[src/rtl/ov7670_emu_pkg.sv]
// Shared states, pattern codes and RGB565 constants for the OV7670 camera emulator.
package ov7670_emu_pkg;

  typedef enum logic [2:0] {ST_IDLE, ST_VSYNC, ST_VBP, ST_ACTIVE, ST_VFP} emu_state_e;
  typedef enum logic [1:0] {PAT_BARS, PAT_GRADIENT, PAT_CHECKER, PAT_RAMP} pattern_e;

  localparam logic [15:0] BAR_WHITE   = 16'hFFFF;
  localparam logic [15:0] BAR_YELLOW  = 16'hFFE0;
  localparam logic [15:0] BAR_CYAN    = 16'h07FF;
  localparam logic [15:0] BAR_GREEN   = 16'h07E0;
  localparam logic [15:0] BAR_MAGENTA = 16'hF81F;
  localparam logic [15:0] BAR_RED     = 16'hF800;
  localparam logic [15:0] BAR_BLUE    = 16'h001F;
  localparam logic [15:0] BAR_BLACK   = 16'h0000;

  localparam logic [7:0] STAMP_MARKER = 8'hA5;

  function automatic logic [15:0] bar_color(input logic [2:0] idx);
    logic [15:0] color;
    color = BAR_BLACK;
    case (idx)
      3'd0: color = BAR_WHITE;
      3'd1: color = BAR_YELLOW;
      3'd2: color = BAR_CYAN;
      3'd3: color = BAR_GREEN;
      3'd4: color = BAR_MAGENTA;
      3'd5: color = BAR_RED;
      3'd6: color = BAR_BLUE;
      default: color = BAR_BLACK;
    endcase
    return color;
  endfunction

endpackage

[src/rtl/ov7670_emu_pattern.sv]
// Registered RGB565 test-pattern generator, stepped by per-pixel and per-row strobes.
module ov7670_emu_pattern
  import ov7670_emu_pkg::*;
#(
  parameter int c_img_cols = 320,
  parameter int c_img_rows = 240
) (
  input  logic        clk,
  input  logic        rst,
  input  logic        frame_start,
  input  logic        col_adv,
  input  logic        row_adv,
  input  logic [1:0]  pattern_sel,
  output logic [15:0] pixel
);

  localparam int COL_W   = (c_img_cols > 1) ? $clog2(c_img_cols) : 1;
  localparam int ROW_W   = (c_img_rows > 1) ? $clog2(c_img_rows) : 1;
  localparam int BAR_PIX = c_img_cols / 8;
  localparam int BAR_W   = (BAR_PIX > 1) ? $clog2(BAR_PIX) : 1;

  logic [COL_W-1:0] col_q, col_d;
  logic [ROW_W-1:0] row_q, row_d;
  logic [15:0]      ramp_q, ramp_d;
  logic [BAR_W-1:0] bar_cnt_q, bar_cnt_d;
  logic [2:0]       bar_idx_q, bar_idx_d;
  pattern_e         pat_q, pat_d;
  logic [15:0]      pixel_q, pixel_d;
  logic [4:0]       col5;
  logic [5:0]       row6;

  // Pixel is computed from the next counter values so it is ready one PCLK ahead of its bytes.
  always_comb begin
    col_d     = col_q;
    row_d     = row_q;
    ramp_d    = ramp_q;
    bar_cnt_d = bar_cnt_q;
    bar_idx_d = bar_idx_q;
    pat_d     = pat_q;
    if (frame_start) begin
      col_d     = '0;
      row_d     = '0;
      ramp_d    = '0;
      bar_cnt_d = '0;
      bar_idx_d = '0;
      pat_d     = pattern_e'(pattern_sel);
    end else if (row_adv) begin
      col_d     = '0;
      row_d     = row_q + 1'b1;
      ramp_d    = ramp_q + 16'd1;
      bar_cnt_d = '0;
      bar_idx_d = '0;
    end else if (col_adv) begin
      col_d  = col_q + 1'b1;
      ramp_d = ramp_q + 16'd1;
      if (bar_cnt_q == BAR_W'(BAR_PIX - 1)) begin
        bar_cnt_d = '0;
        bar_idx_d = bar_idx_q + 3'd1;
      end else begin
        bar_cnt_d = bar_cnt_q + 1'b1;
      end
    end

    col5 = 5'(col_d);
    row6 = 6'(row_d);
    case (pat_d)
      PAT_BARS:     pixel_d = bar_color(bar_idx_d);
      PAT_GRADIENT: pixel_d = {col5, row6, col5 ^ row6[4:0]};
      PAT_CHECKER:  pixel_d = (col5[3] ^ row6[3]) ? 16'hFFFF : 16'h0000;
      default:      pixel_d = ramp_d;
    endcase
  end

  always_ff @(posedge clk) begin
    if (rst) begin
      col_q     <= '0;
      row_q     <= '0;
      ramp_q    <= '0;
      bar_cnt_q <= '0;
      bar_idx_q <= '0;
      pat_q     <= PAT_BARS;
      pixel_q   <= '0;
    end else begin
      col_q     <= col_d;
      row_q     <= row_d;
      ramp_q    <= ramp_d;
      bar_cnt_q <= bar_cnt_d;
      bar_idx_q <= bar_idx_d;
      pat_q     <= pat_d;
      pixel_q   <= pixel_d;
    end
  end

  assign pixel = pixel_q;

endmodule

[src/rtl/ov7670_cam_emu.sv]
// OV7670 parallel video emulator: PCLK divider, frame FSM, line counters and byte mux.
// Define OV7670_EMU_FRAME_STAMP_EN to replace pixel (0,0) with {8'hA5, frame count}.
module ov7670_cam_emu
  import ov7670_emu_pkg::*;
#(
  parameter int c_img_cols    = 320,
  parameter int c_img_rows    = 240,
  parameter int c_pclk_div    = 2,
  parameter int c_hblank      = 144,
  parameter int c_vsync_lines = 3,
  parameter int c_vbp_lines   = 17,
  parameter int c_vfp_lines   = 10
) (
  input  logic       clk,
  input  logic       rst,
  input  logic       enable,
  input  logic [1:0] pattern_sel,
  output logic       pclk,
  output logic       vsync,
  output logic       href,
  output logic [7:0] data,
  output logic       frame_done,
  output logic       busy
);

  localparam int LINE_LEN  = 2 * c_img_cols + c_hblank;
  localparam int ACT_BYTES = 2 * c_img_cols;
  localparam int COL_W     = $clog2(LINE_LEN + 1);
  localparam int MAX_AB    = (c_vsync_lines > c_vbp_lines) ? c_vsync_lines : c_vbp_lines;
  localparam int MAX_CD    = (c_img_rows > c_vfp_lines) ? c_img_rows : c_vfp_lines;
  localparam int MAX_LINES = (MAX_AB > MAX_CD) ? MAX_AB : MAX_CD;
  localparam int LINE_W    = (MAX_LINES > 1) ? $clog2(MAX_LINES) : 1;
  localparam int DIV_W     = (c_pclk_div > 1) ? $clog2(c_pclk_div) : 1;
  localparam logic [DIV_W-1:0] DIV_LAST = DIV_W'(c_pclk_div - 1);
  localparam emu_state_e FIRST_STATE = emu_state_e'((c_vsync_lines > 0) ? ST_VSYNC :
                                                    (c_vbp_lines > 0)   ? ST_VBP : ST_ACTIVE);

  emu_state_e        state_q, state_d;
  logic [DIV_W-1:0]  div_q, div_d;
  logic [COL_W-1:0]  col_q, col_d;
  logic [LINE_W-1:0] line_q, line_d;
  logic              pclk_q, pclk_d;
  logic              vsync_q, vsync_d;
  logic              href_q, href_d;
  logic [7:0]        data_q, data_d;
  logic              frame_done_q, frame_done_d;
  logic              busy_q, busy_d;
  logic              fall, frame_end, frame_start, col_adv, row_adv;
  logic [15:0]       pixel;
`ifdef OV7670_EMU_FRAME_STAMP_EN
  logic [7:0]        frame_cnt_q, frame_cnt_d;
`endif

  function automatic logic [LINE_W-1:0] last_line(input emu_state_e s);
    logic [LINE_W-1:0] n;
    case (s)
      ST_VSYNC:  n = LINE_W'(c_vsync_lines - 1);
      ST_VBP:    n = LINE_W'(c_vbp_lines - 1);
      ST_ACTIVE: n = LINE_W'(c_img_rows - 1);
      default:   n = LINE_W'(c_vfp_lines - 1);
    endcase
    return n;
  endfunction

  ov7670_emu_pattern #(
    .c_img_cols(c_img_cols),
    .c_img_rows(c_img_rows)
  ) u_pattern (
    .clk        (clk),
    .rst        (rst),
    .frame_start(frame_start),
    .col_adv    (col_adv),
    .row_adv    (row_adv),
    .pattern_sel(pattern_sel),
    .pixel      (pixel)
  );

  // PCLK only runs while a frame is pending, so an idle emulator leaves the bus quiet.
  always_comb begin
    div_d       = div_q;
    pclk_d      = pclk_q;
    state_d     = state_q;
    col_d       = col_q;
    line_d      = line_q;
    frame_end   = 1'b0;
    frame_start = 1'b0;
    fall        = pclk_q && (div_q == DIV_LAST);

    if ((state_q != ST_IDLE) || enable || pclk_q) begin
      if (div_q == DIV_LAST) begin
        div_d  = '0;
        pclk_d = ~pclk_q;
      end else begin
        div_d = div_q + 1'b1;
      end
    end

    if (fall) begin
      if (state_q == ST_IDLE) begin
        if (enable) begin
          state_d     = FIRST_STATE;
          frame_start = 1'b1;
          col_d       = '0;
          line_d      = '0;
        end
      end else if (col_q == COL_W'(LINE_LEN - 1)) begin
        col_d = '0;
        if (line_q == last_line(state_q)) begin
          line_d = '0;
          case (state_q)
            ST_VSYNC:  state_d = (c_vbp_lines > 0) ? ST_VBP : ST_ACTIVE;
            ST_VBP:    state_d = ST_ACTIVE;
            ST_ACTIVE: if (c_vfp_lines > 0) state_d = ST_VFP; else frame_end = 1'b1;
            default:   frame_end = 1'b1;
          endcase
          if (frame_end) begin
            frame_start = enable;
            state_d     = enable ? FIRST_STATE : ST_IDLE;
          end
        end else begin
          line_d = line_q + 1'b1;
        end
      end else begin
        col_d = col_q + 1'b1;
      end
    end
  end

  // Bus outputs describe the PCLK period that begins at this falling edge.
  always_comb begin
    vsync_d = vsync_q;
    href_d  = href_q;
    data_d  = data_q;
    if (fall) begin
      vsync_d = (state_d == ST_VSYNC);
      href_d  = (state_d == ST_ACTIVE) && (col_d < COL_W'(ACT_BYTES));
      data_d  = 8'h00;
      if (href_d) begin
        data_d = col_d[0] ? pixel[7:0] : pixel[15:8];
`ifdef OV7670_EMU_FRAME_STAMP_EN
        if ((line_d == '0) && (col_d < COL_W'(2))) begin
          data_d = col_d[0] ? frame_cnt_q : STAMP_MARKER;
        end
`endif
      end
    end
    col_adv      = fall && href_d && col_d[0] && (col_d != COL_W'(ACT_BYTES - 1));
    row_adv      = fall && href_d && (col_d == COL_W'(ACT_BYTES - 1));
    frame_done_d = frame_end;
    busy_d       = (state_d != ST_IDLE);
  end

  always_ff @(posedge clk) begin
    if (rst) begin
      state_q      <= ST_IDLE;
      div_q        <= '0;
      col_q        <= '0;
      line_q       <= '0;
      pclk_q       <= 1'b0;
      vsync_q      <= 1'b0;
      href_q       <= 1'b0;
      data_q       <= 8'h00;
      frame_done_q <= 1'b0;
      busy_q       <= 1'b0;
    end else begin
      state_q      <= state_d;
      div_q        <= div_d;
      col_q        <= col_d;
      line_q       <= line_d;
      pclk_q       <= pclk_d;
      vsync_q      <= vsync_d;
      href_q       <= href_d;
      data_q       <= data_d;
      frame_done_q <= frame_done_d;
      busy_q       <= busy_d;
    end
  end

`ifdef OV7670_EMU_FRAME_STAMP_EN
  always_comb begin
    frame_cnt_d = frame_end ? frame_cnt_q + 8'd1 : frame_cnt_q;
  end

  always_ff @(posedge clk) begin
    if (rst) frame_cnt_q <= 8'h00;
    else     frame_cnt_q <= frame_cnt_d;
  end
`endif

  assign pclk       = pclk_q;
  assign vsync      = vsync_q;
  assign href       = href_q;
  assign data       = data_q;
  assign frame_done = frame_done_q;
  assign busy       = busy_q;

endmodule

[config.mk]
export PLATFORM = sky130hd
export DESIGN_NAME = ov7670_cam_emu
export DESIGN_NICKNAME = d
export VERILOG_FILES = /design/src/rtl/ov7670_emu_pkg.sv /design/src/rtl/ov7670_emu_pattern.sv /design/src/rtl/ov7670_cam_emu.sv
export SDC_FILE = /design/constraint.sdc
export NUM_CORES = 1
export LEC_CHECK = 0
export ABC_AREA = 1
export BUFFER_PORTS_ARGS = -buffer_cell sky130_fd_sc_hd__buf_2
export CAP_MARGIN = 10
export CORE_MARGIN = 2
export CORE_UTILIZATION = 45
export CTS_BUF_LIST = sky130_fd_sc_hd__clkbuf_16
export CTS_CLUSTER_SIZE = 14
export DETAILED_ROUTE_END_ITERATION = 8
export HOLD_SLACK_MARGIN = 0.12
export PLACE_DENSITY = 0.62
export SETUP_SLACK_MARGIN = 0.02
export SLEW_MARGIN = 40
export SYNTH_ARGS = -nofsm -noshare
export SYNTH_HDL_FRONTEND = slang
export SYNTH_HIERARCHICAL = 1
export SYNTH_SLANG_ARGS = --single-unit
[constraint.sdc]
create_clock -name clk -period 3.85 [get_ports clk]
set_input_delay 0.77 -clock clk [delete_from_list [all_inputs] [get_ports clk]]
set_output_delay 0.77 -clock clk [all_outputs]
set_load 0.01 [all_outputs]
After elaboration in Yosys (flattened, before gate mapping)
Index checks and enable logic that the tools add are counted.
{"block": "op_classes", "n_addsub": 8, "magnitude_cmp": 1, "n_eq_ne": 19, "n_mux": 52, "bitwise": 6, "reduce_logical": 20}
{"op": "$pmux 16 s7", "n": 1}
{"op": "$mux 8", "n": 9}
{"op": "$mux 16", "n": 4}
{"op": "$pmux 16 s3", "n": 1}
{"op": "$mux 10", "n": 4}
{"op": "$mux 3", "n": 10}
{"op": "$pmux 8 s3", "n": 1}
{"op": "$eq 10x10->1 const B", "n": 2}
{"op": "$mux 6", "n": 3}
{"op": "$add 16x1->16 const B", "n": 1}
{"op": "$add 8x1->8 const B", "n": 2}
{"op": "$eq 3x2->1 const B", "n": 5}
{"op": "$mux 5", "n": 3}
{"op": "$mux 1", "n": 14}
{"op": "$add 10x1->10 const B", "n": 1}
{"op": "$lt 10x10->1 const B", "n": 1}
{"op": "$ne 10x10->1 const B", "n": 1}
{"op": "$add 9x1->9 const B", "n": 1}
{"op": "$eq 3x1->1 const B", "n": 3}
{"op": "$eq 3x3->1 const B", "n": 3}
{"op": "$pmux 3 s3", "n": 1}
{"op": "$eq 8x8->1", "n": 1}
{"op": "$add 6x1->6 const B", "n": 1}
{"op": "$eq 6x6->1 const B", "n": 1}
{"op": "other kinds (20)", "n": 32}
{"block": "totals", "ff_bits": 95, "output_inout_bits": 13, "elab_cells": 125}

Logic depth before layout (Yosys ltp)
Gate-level depths: netlist of the first run.
{"block": "depth", "ltp_word": 27, "depth_mapped": 25}

Cells and area by module
The synthesis of the first run kept the hierarchy.
{"module": "ov7670_emu_pattern", "instances": 1, "cells_per_inst": 419, "area_per_inst_um2": 2812.7, "seq_area_each_um2": 1081.0}
{"module": "ov7670_cam_emu", "instances": 1, "cells_per_inst": 304, "area_per_inst_um2": 2108.3, "seq_area_each_um2": 700.7}

Worst setup path after synthesis of the first run
OpenSTA, ideal clock, no wires.
{"block": "synth_path", "kind": "register to register", "startpoint": "register, netlist name col_q[0]", "endpoint": "register u_pattern.pixel_q[5] (netlist: u_pattern/pixel[5])", "setup_time_ns": 0.128, "arrival_time_ns": 2.984, "slack_ns": 0.738, "path_stages_with_launch": 22, "period_less_slack_ns": 3.112, "cell_sequence": "dfxtp_1 ha_1 nand3_2 clkinv_1 nand3_4 nand2_2 o21ai_2 buf_4 nand2_1 nor3_1 nand4_1 nor2_1 nand2_2 o21ai_2 inv_1 nor2_2 nand2_2 nand3_2 buf_6 nand3_1 nor2_1 nor2_1"}
{"item": "end signal: assignment", "line_no": "ov7670_emu_pattern.sv:90", "text": "pixel_q <= pixel_d;"}
{"item": "end: declaration", "line_no": "ov7670_emu_pattern.sv:28", "text": "logic [15:0] pixel_q, pixel_d;"}

==> results.py, run 1 <==
metrics = {
    "clock_tree": {
        "insertion_delay_ps": 350,
        "cts_buffers": 9,
        "clock_path_buffers": 2,
        "htree_num_levels": 3,
        "root_buffer": "clkbuf_16",
        "cts.clk_slew.worst_paths_ps": 70,
        "post_cts_buffers": 0,
        "cts_tree": "yes",
        "cts_sinks": 89,
    },
    "worst_setup_path": {
        "arrival_ps": 3720,
        "required_ps": 4100,
        "crit_path_max_fanout": 11,
        "r2r-end": "u_pattern/pixel[13]$_SDFF_PP0_",
        "crit_type": "flip-flop to flip-flop",
        "cp-start-kind": "flip-flop",
        "rr_startpoint": "col_q[0]$_SDFF_PP0_",
        "reg2reg_depth": 23,
        "cp-end-kind": "flip-flop",
        "reg2reg_slack_ps": 380,
        "cp-startpoint": "col_q[0]$_SDFF_PP0_",
    },
    "hold_path": {
        "hp-start": "data[6]$_SDFFE_PP0P_",
        "holdPathEnd": "data[6]$_SDFFE_PP0P_",
        "hold_path_depth": 2,
        "hold_path.class": "flip-flop to flip-flop",
    },
    "detailed_routing": {
        "drt_iter0_drc": 360,
        "wl_per_cell_um": 13.0,
        "vias": 4520,
        "viasPerCell": 5.11,
        "first_pass_iters": 5,
        "ant_nets": 0,
        "drc": 0,
        "drt-total-wl_um": 11500,
    },
    "finish": {
        "layout-drive-gt1-share": 0.156,
        "fin_cells": 885,
        "nNetsFinal": 752,
        "diodes": 0,
        "finish.utilization": 0.506,
        "fill_cells": 1104,
        "syn2layout_area_growth_pct": 10.6,
        "final_area_um2": 5440,
        "seq_area_um2": 1780,
        "multi_input_area_um2": 2740,
    },
    "floorplanning": {
        "initial_core_util": 0.458,
        "dieArea_um2": 11800,
        "dieWidth_um": 109,
        "io_pins": 18,
        "coreArea_um2": 10700,
        "fp-row-count": 38,
        "die_h_um": 109,
    },
    "logic_synthesis": {
        "synthDistinctLibCells": 46,
        "ys_seq_elements": 89,
        "synth-edff-count": 0,
        "async_flop_share": 0,
        "syn_area_um2": 4920,
        "synth_area_per_cell_um2": 6.81,
        "yosys_warnings": 6,
        "ys_seq_area_frac": 0.362,
        "synthCells": 723,
        "ys.flop_type": "dfxtp_1",
        "syn_nets": 735,
    },
    "sta": {
        "post-route-period-util": 0.901,
        "worst_pin_slew_ps": 608,
        "maxSlewViolCount": 0,
        "fin_skew_ps": 9.30,
        "fin_crit_ps": 3470,
        "fmax_mhz": 288,
        "holdWs_ps": 455,
        "setup_viol": 0,
        "max-slew-margin-rel": 0.590,
        "tns_ps": 0,
        "rsz0062_at_grt": "no",
        "fin_ws_ps": 381,
        "hold_viol_final": 0,
    },
    "global_route": {
        "grt_antenna_before_repair": 0,
        "grt_usage": 0.212,
        "grt_pass1_vias": 4152,
        "grt_max_degree": 41,
        "grt_pass1_wl_um": 19600,
        "grt-ovfl-total": 0,
    },
    "placed_design": {
        "dp.cells": 869,
        "dpl_worst_slack_ps": 328,
        "placed_cell_area_um2": 5130,
        "hpwl_um": 8790,
        "io_buffers": 17,
        "gp_congestion": 0.908,
    },
    "power": {
        "powerDensity_nw_per_um2": 354,
        "peakVddDrop_v": 0.000267,
        "report.power.total_mw": 1.92,
        "power_leakage_nw": 2.30,
    },
    "job": {
        "drv_cap": 0,
    },
    "run_status": {
        "status": "finished clean",
    },
}
[repair_timing]
item,4_1_cts,5_1_grt
hold buffers,0,0
gates resized for setup,0,2
setup endpoints to repair,0,4
[cells by family after synthesis]
| family | Yosys count | synth area share |
|---|---|---|
| AND/OR/NAND/NOR | 447 | 0.433 |
| buffers and inverters | 103 | 0.0857 |
| flip-flops | 89 | 0.362 |
| AO/OA/AOI/OAI | 71 | 0.0905 |
| adder cells (fa/ha/maj) | 7 | 0.0178 |
| XOR/XNOR | 6 | 0.0107 |
[synthesized netlist by cell type (all sizes together), types with 5 or more instances]
library cell	number	share of area
nand2	194	0.16
nor2	143	0.13
dfxtp	89	0.36
inv	83	0.064
nand3	60	0.075
a21oi	28	0.034
o21ai	27	0.034
nand4	23	0.029
nor3	15	0.021
buf	9	0.013
ha	7	0.018
nor4	7	0.010
clkbuf	6	0.0046
xor2	6	0.011
clkinv	5	0.0041
o21bai	5	0.0076
[worst max-delay path by stage]
stage,to,slack (ps),depth (start not counted)
floorplan,u_pattern/pixel[5]$_SDFF_PP0_,740,21
global placement,u_pattern/pixel[13]$_SDFF_PP0_,290,21
detailed placement,u_pattern/pixel[13]$_SDFF_PP0_,330,21
CTS,u_pattern/pixel[13]$_SDFF_PP0_,350,23
global route,u_pattern/pixel[2]$_SDFF_PP0_,30,20
finish,u_pattern/pixel[13]$_SDFF_PP0_,380,23
[layout make-up]
cell class                      count  share of cell area
Sequential cell                    89               0.327
Clock inverter                      7              0.0133
Timing Repair Buffer               21              0.0212
Tap cell                          140              0.0322
Inverter                           88              0.0619
Multi-Input combinational cell    531               0.503
Clock buffer                        9              0.0414
[power by group]
| group | switching [mW] | internal, mW | total [mW] |
|---|---|---|---|
| sequential | 0.00949 | 0.939 | 0.949 |
| combinational | 0.0753 | 0.0302 | 0.106 |
| clock | 0.413 | 0.457 | 0.870 |
| total | 0.498 | 1.43 | 1.92 |
[layer usage]
metal,up-vias,part of all wire,track usage
li1,2367,-,-
met1,2060,0.49,0.288
met2,83,0.45,0.338
met3,10,0.045,0.0488
met4,0,0.012,0.0568
met5,-,0,0
[registers in the layout, summed over array words and instances (netlist names)]
name	flops
busy	1
col_q	10
data	8
div_q	1
frame_done	1
href	1
line_q	8
pclk	1
state_q	3
u_pattern/bar_cnt_q	6
u_pattern/bar_idx_q	3
u_pattern/col_q	5
u_pattern/pat_q	2
u_pattern/pixel	16
u_pattern/ramp_q	16
u_pattern/row_q	6
vsync	1
[critical path, stage by stage, from the launching register on]
cell and delay [ps]:
dfxtp_1 390, ha_1 220, nand3_2 160, clkinv_1 150
nand3_4 110, nand2_2 140, inv_2 80, nand3_2 80
nand2_1 70, nand2_1 100, nand3_2 80, nor2_4 190
nand2_2 120, nor2_1 130, buf_4 180, nand2_1 100
inv_1 140, nand3_1 140, nand2_1 80, nand3_1 110
a21oi_2 290, nand3_1 170, nand2_1 120, nor2_2 40
[placed cells by master, fill, tap and decap left out, types with 2 or more instances in the layout]
cell / instances
nand3_2: 9
a31oi_1: 3
nand2_1: 174
nor3_4: 2
nor2_2: 12
clkinv_1: 4
clkinv_4: 2
buf_4: 4
a21oi_1: 25
nand4_1: 23
a21oi_4: 2
ha_1: 7
clkbuf_16: 9
xor2_1: 6
o21ai_2: 5
nor3b_1: 2
dfxtp_1: 89
o21ai_0: 20
o22ai_1: 3
nand2_4: 5
nand2_2: 15
buf_2: 17
inv_2: 10
inv_8: 2
nor3_1: 12
nand3_4: 3
nand3_1: 48
nor2_1: 123
inv_4: 2
inv_1: 71
nor2_4: 8
nor4_1: 6
o21bai_1: 5
Note: power is estimated with default switching activity, not from simulation.
==> inputs of run 2 (changes only) <==
BUFFER_PORTS_ARGS = not set   (was -buffer_cell sky130_fd_sc_hd__buf_2)
DONT_BUFFER_PORTS = 1   (was not set)
PLACE_DENSITY = 0.63   (was 0.62)
clock period = 2.8 ns   (was 3.85 ns; I/O delays follow)
==> results.py, run 2 (same netlist as run 1, synthesis figures left out) <==
metrics = {
    "worst_setup_path": {
        "crit_path_cell_trace": "ha_4 > nand3_4 > clkinv_4 > nand3_4 > nand2_8 > o21ai_4 > nand3_2 > nor3_2 > nand4_1 > nor2_4 > inv_2 > nand2_8 > nand2_4 > nor2_4 > nand2_2 > nor2_1 > nand2_1 > nand3_1 > nand2_1 > inv_1 > nor2_2",
        "r2r-end": "u_pattern/pixel[13]$_SDFF_PP0_",
        "crit_type": "flip-flop to flip-flop",
        "path_buf_inv": 3,
        "required_ps": 3050,
        "crit_slowest_cell": "dfxtp_2",
        "crit_family": "simple AND/OR/NAND/NOR gates",
        "reg2reg_depth": 21,
        "reg2reg_slack_ps": -180,
        "cp-start-kind": "flip-flop",
        "max_stage_delay_ps": 340,
        "rr_startpoint": "col_q[0]$_SDFF_PP0_",
        "arrival_ps": 3230,
        "crit_path_max_fanout": 7,
        "cp-end-kind": "flip-flop",
    },
    "global_route": {
        "grt_pass1_wl_um": 22100,
        "grt_pass1_vias": 4839,
        "grt_usage": 0.239,
        "grt-ovfl-total": 0,
        "grt_max_degree": 61,
        "grt_antenna_before_repair": 0,
    },
    "placed_design": {
        "dpl_worst_slack_ps": -254,
        "dp.cells": 947,
        "gp_congestion": 0.878,
        "hpwl_um": 9430,
        "placed_cell_area_um2": 5810,
        "io_buffers": 0,
    },
    "detailed_routing": {
        "first_pass_iters": 5,
        "drc": 0,
        "vias": 5055,
        "wl_per_cell_um": 13.7,
        "drt_iter0_drc": 237,
        "ant_nets": 0,
        "viasPerCell": 5.11,
        "drt-total-wl_um": 13500,
    },
    "clock_tree": {
        "insertion_delay_ps": 350,
        "htree_num_levels": 3,
        "clock_path_buffers": 2,
        "cts_sinks": 89,
        "cts_buffers": 9,
        "root_buffer": "clkbuf_16",
        "cts.clk_slew.worst_paths_ps": 60,
        "cts_tree": "yes",
    },
    "finish": {
        "final_common_cell": "nand2_1",
        "layout_common_cells": "160 x nand2_1, 117 x buf_4, 108 x nor2_1, 84 x dfxtp_1, 66 x inv_1",
        "fill_cells": 962,
        "diodes": 0,
        "layout-drive-gt1-share": 0.353,
        "syn2layout_area_growth_pct": 38.7,
        "nNetsFinal": 857,
        "multi_input_area_um2": 3180,
        "final_area_um2": 6820,
        "seq_area_um2": 1790,
        "fin_cells": 990,
    },
    "run_status": {
        "violations": "setup timing",
        "status": "finished with violations",
    },
    "power": {
        "report.power.total_mw": 2.86,
        "sw_frac_of_total": 0.220,
        "seq_power_share": 0.456,
        "power_leakage_nw": 2.90,
        "p_switching_uw": 628,
        "combPwrFrac": 0.057,
        "peakVddDrop_v": 0.000280,
        "intPower_mw": 2.23,
        "powerDensity_nw_per_um2": 419,
        "pwr-share-clk": 0.487,
    },
    "hold_path": {
        "holdPathEnd": "u_pattern/bar_idx_q[2]$_SDFF_PP0_",
        "hold_path.class": "input port to flip-flop",
        "hold_path_depth": 1,
        "hp-start": "rst",
    },
    "sta": {
        "worst_pin_slew_ps": 768,
        "setup_viol": 25,
        "maxSlewViolCount": 0,
        "hold_viol_final": 0,
        "tns_ps": -3180,
        "fin_crit_ps": 2980,
        "rsz0062_at_grt": "yes",
        "fin_skew_ps": 6.89,
        "post-route-period-util": 1.06,
        "fmax_mhz": 336,
        "max-slew-margin-rel": 0.486,
        "fin_ws_ps": -175,
    },
    "floorplanning": {
        "coreArea_um2": 10700,
        "dieArea_um2": 11800,
        "fp-row-count": 38,
        "die_h_um": 109,
        "initial_core_util": 0.458,
        "dieWidth_um": 109,
        "io_pins": 18,
    },
    "job": {
        "drv_cap": 0,
    },
}
==> run 2: cell count changes in the layout (fill, tap and decap cells not counted), moves of 6 or more <==
cell / change
o21ai_0: -15
nor2_4: +10
nand2_2: +8
nor2_1: -15
buf_6: +7
nand2_1: -14
nand3_1: -15
buf_2: -17
buf_4: +113
o21ai_1: +9
nand3_2: +12
a21oi_1: -6
==> run 2: layer usage <==
layer,share of wire,wire [µm],global-route usage
met4,0.031,425,0.105
met2,0.50,6790,0.418
met1,0.43,5790,0.285
met5,0,0,0
met3,0.038,511,0.0410
==> run 2: area by class of cell <==
class | instances | share of cell area
Sequential cell | 89 | 0.262
Inverter | 88 | 0.0519
Tap cell | 140 | 0.0257
Timing Repair Buffer | 125 | 0.143
Clock buffer | 9 | 0.0330
Clock inverter | 7 | 0.0174
Multi-Input combinational cell | 532 | 0.466
==> run 2: worst max-delay path by stage <==
| stage | from | end | cells after the start |
|---|---|---|---|
| 2_1_floorplan | col_q[0]$_SDFF_PP0_ | u_pattern/pixel[5]$_SDFF_PP0_ | 23 |
| 3_5_place_dp | col_q[1]$_SDFF_PP0_ | u_pattern/pixel[1]$_SDFF_PP0_ | 20 |
| 4_1_cts | col_q[1]$_SDFF_PP0_ | u_pattern/pixel[5]$_SDFF_PP0_ | 20 |
| 3_3_place_gp | col_q[1]$_SDFF_PP0_ | u_pattern/pixel[5]$_SDFF_PP0_ | 21 |
| 6_report | col_q[0]$_SDFF_PP0_ | u_pattern/pixel[13]$_SDFF_PP0_ | 21 |
| 5_1_grt | col_q[0]$_SDFF_PP0_ | u_pattern/pixel[12]$_SDFF_PP0_ | 24 |
==> run 2: worst reg2reg max path: cells and delay by family, from the launching register on <==
kind	cells	cell delay, ps
AND/OR/NAND/NOR	16	1940
flip-flops	1	340
buffers and inverters	3	260
AO/OA/AOI/OAI	1	180
adder cells (fa/ha/maj)	1	170
==> run 2: stage by stage <==
stage	utilization	hold WS, ps
6_report	0.635	281
5_1_grt	0.635	268
4_1_cts	0.596	269
3_5_place_dp	0.541	486
3_3_place_gp	0.541	478
2_1_floorplan	-	454
==> run 2: power by group through the flow <==
stage,combinational [mW],clock [mW],sequential [mW]
6_report,0.162,1.39,1.30
3_5_place_dp,0.149,0,1.33
2_1_floorplan,0.108,0,1.33
5_1_grt,0.183,1.48,1.30
4_1_cts,0.156,1.43,1.30
3_3_place_gp,0.147,0,1.33
==> run 2: timing repair <==
item                                    CTS  global route
cloned                                    1             0
buffers inserted                         10            18
pin swaps                                19            46
resized for setup                        49            80
hold buffers                              0             0
endpoints found under the setup margin   28            45
==> inputs of run 3 (changes only) <==
RECOVER_POWER = 50   (was not set)
==> results.py, run 3 (same netlist as run 1, synthesis figures left out) <==
metrics = {
    "run_status": {
        "status": "finished with violations",
        "violations": "setup timing",
    },
    "placed_design": {
        "io_buffers": 0,
        "dp.cells": 947,
        "gp_congestion": 0.878,
        "placed_cell_area_um2": 5810,
        "hpwl_um": 9430,
    },
    "global_route": {
        "grt_pass1_wl_um": 22100,
        "grt_usage": 0.239,
        "grt_pass1_vias": 4839,
        "grt_antenna_before_repair": 0,
        "grt_max_degree": 61,
        "grt-ovfl-total": 0,
    },
    "sta": {
        "fin_ws_ps": -183,
        "hold_viol_final": 0,
        "fmax_mhz": 335,
        "post-route-period-util": 1.07,
        "max-slew-margin-rel": 0.486,
        "worst_pin_slew_ps": 769,
        "maxSlewViolCount": 0,
        "fin_crit_ps": 2980,
        "setup_viol": 25,
        "fin_skew_ps": 6.93,
        "rsz0062_at_grt": "yes",
    },
    "power": {
        "peakVddDrop_v": 0.000279,
        "sw_frac_of_total": 0.220,
        "powerDensity_nw_per_um2": 419,
        "power_leakage_nw": 2.90,
        "p_switching_uw": 627,
        "combPwrFrac": 0.056,
        "pwr-share-clk": 0.487,
        "seq_power_share": 0.456,
        "intPower_mw": 2.23,
    },
    "detailed_routing": {
        "drt_iter0_drc": 247,
        "wl_per_cell_um": 13.6,
        "ant_nets": 0,
        "viasPerCell": 5.09,
        "vias": 5039,
        "drt-total-wl_um": 13500,
        "drc": 0,
        "first_pass_iters": 4,
    },
    "clock_tree": {
        "insertion_delay_ps": 350,
        "root_buffer": "clkbuf_16",
        "htree_num_levels": 3,
        "clock_path_buffers": 2,
        "cts_sinks": 89,
        "cts_tree": "yes",
        "cts.clk_slew.worst_paths_ps": 60,
        "cts_buffers": 9,
    },
    "job": {
        "drv_cap": 0,
    },
    "finish": {
        "final_area_um2": 6820,
        "final_common_cell": "nand2_1",
        "layout_common_cells": "160 x nand2_1, 116 x buf_4, 108 x nor2_1, 84 x dfxtp_1, 66 x inv_1",
        "syn2layout_area_growth_pct": 38.6,
        "fin_cells": 990,
        "diodes": 0,
        "fill_cells": 964,
        "layout-drive-gt1-share": 0.352,
        "nNetsFinal": 857,
    },
    "floorplanning": {
        "initial_core_util": 0.458,
        "dieWidth_um": 109,
        "coreArea_um2": 10700,
        "io_pins": 18,
        "die_h_um": 109,
        "dieArea_um2": 11800,
        "fp-row-count": 38,
    },
    "worst_setup_path": {
        "cp-startpoint": "col_q[0]$_SDFF_PP0_",
        "cp-start-kind": "flip-flop",
        "reg2reg_slack_ps": -180,
        "reg2reg_depth": 21,
        "cp-end-kind": "flip-flop",
        "required_ps": 3050,
        "crit_path_max_fanout": 7,
        "rr_startpoint": "col_q[0]$_SDFF_PP0_",
        "r2r-end": "u_pattern/pixel[13]$_SDFF_PP0_",
        "crit_type": "flip-flop to flip-flop",
        "arrival_ps": 3230,
        "cp-endpoint": "u_pattern/pixel[13]$_SDFF_PP0_",
    },
    "hold_path": {
        "hold_path.class": "input port to flip-flop",
    },
}
run 3: worst max-delay path, cell delays in order (launching register included):
cell	delay [ps]
dfxtp_2	340
ha_4	170
nand3_4	120
clkinv_4	80
nand3_4	140
nand2_8	90
o21ai_4	180
nand3_2	120
nor3_2	220
nand4_1	210
nor2_4	240
inv_2	100
nand2_8	120
nand2_4	70
nor2_4	140
nand2_2	100
nor2_1	90
nand2_1	60
nand3_1	110
nand2_1	60
inv_1	80
nor2_2	40
run 3: cell type report:
class / instances / area, µm² / area share
multi-input combinational: 532 / 3180 / 0.467
sequential: 89 / 1790 / 0.263
timing repair buffer: 125 / 973 / 0.143
inverter: 88 / 354 / 0.0519
clock buffer: 9 / 225 / 0.0330
tap: 140 / 175 / 0.0257
clock inverter: 7 / 119 / 0.0174
run 3: repair_timing:
| action | CTS | global route |
|---|---|---|
| hold buffers | 0 | 0 |
| cloned | 1 | 0 |
| buffers inserted | 10 | 18 |
| endpoints found under the setup margin | 28 | 45 |
| hold endpoints to repair | 0 | 0 |
| pin swaps | 19 | 46 |
| gates resized for setup | 49 | 80 |
run 3: worst min path at each step:
stage,depth (start not counted),slack (ps),to,from
finish,1,280,u_pattern/bar_idx_q[2]$_SDFF_PP0_,rst
global route,1,270,u_pattern/bar_idx_q[1]$_SDFF_PP0_,rst
CTS,1,270,u_pattern/bar_idx_q[2]$_SDFF_PP0_,rst
detailed placement,2,490,u_pattern/bar_cnt_q[1]$_SDFFE_PP0P_,u_pattern/bar_cnt_q[1]$_SDFFE_PP0P_
global placement,2,480,u_pattern/bar_cnt_q[1]$_SDFFE_PP0P_,u_pattern/bar_cnt_q[1]$_SDFFE_PP0P_
floorplan,1,450,div_q$_SDFFE_PP0N_,div_q$_SDFFE_PP0N_
run 3: power by group through the flow:
stage,combinational (mW),clock [mW],sequential [mW]
after floorplan,0.108,0,1.33
after global placement,0.147,0,1.33
after detailed placement,0.149,0,1.33
after CTS,0.156,1.43,1.30
after global routing,0.181,1.48,1.30
final,0.161,1.39,1.30
run 3: stage by stage:
step | util | hold slack (ps) | setup slack [ps] | setup TNS [ps] | power (mW)
after floorplan | - | 454 | 32.5 | 0 | 1.44
after global placement | 0.541 | 478 | -151 | -2250 | 1.48
after detailed placement | 0.541 | 486 | -254 | -4690 | 1.48
after CTS | 0.596 | 269 | -83.8 | -826 | 2.89
after global routing | 0.635 | 268 | -375 | -8360 | 2.96
final | 0.635 | 282 | -183 | -3340 | 2.85
run 3: layer usage:
metal  GRT usage  routed length, µm  up-vias
met3      0.0410                477       31
met2       0.418               6770       87
met4       0.105                423        0
li1            -                  -     2594
met1       0.285               5820     2327
met5           0                  0        -
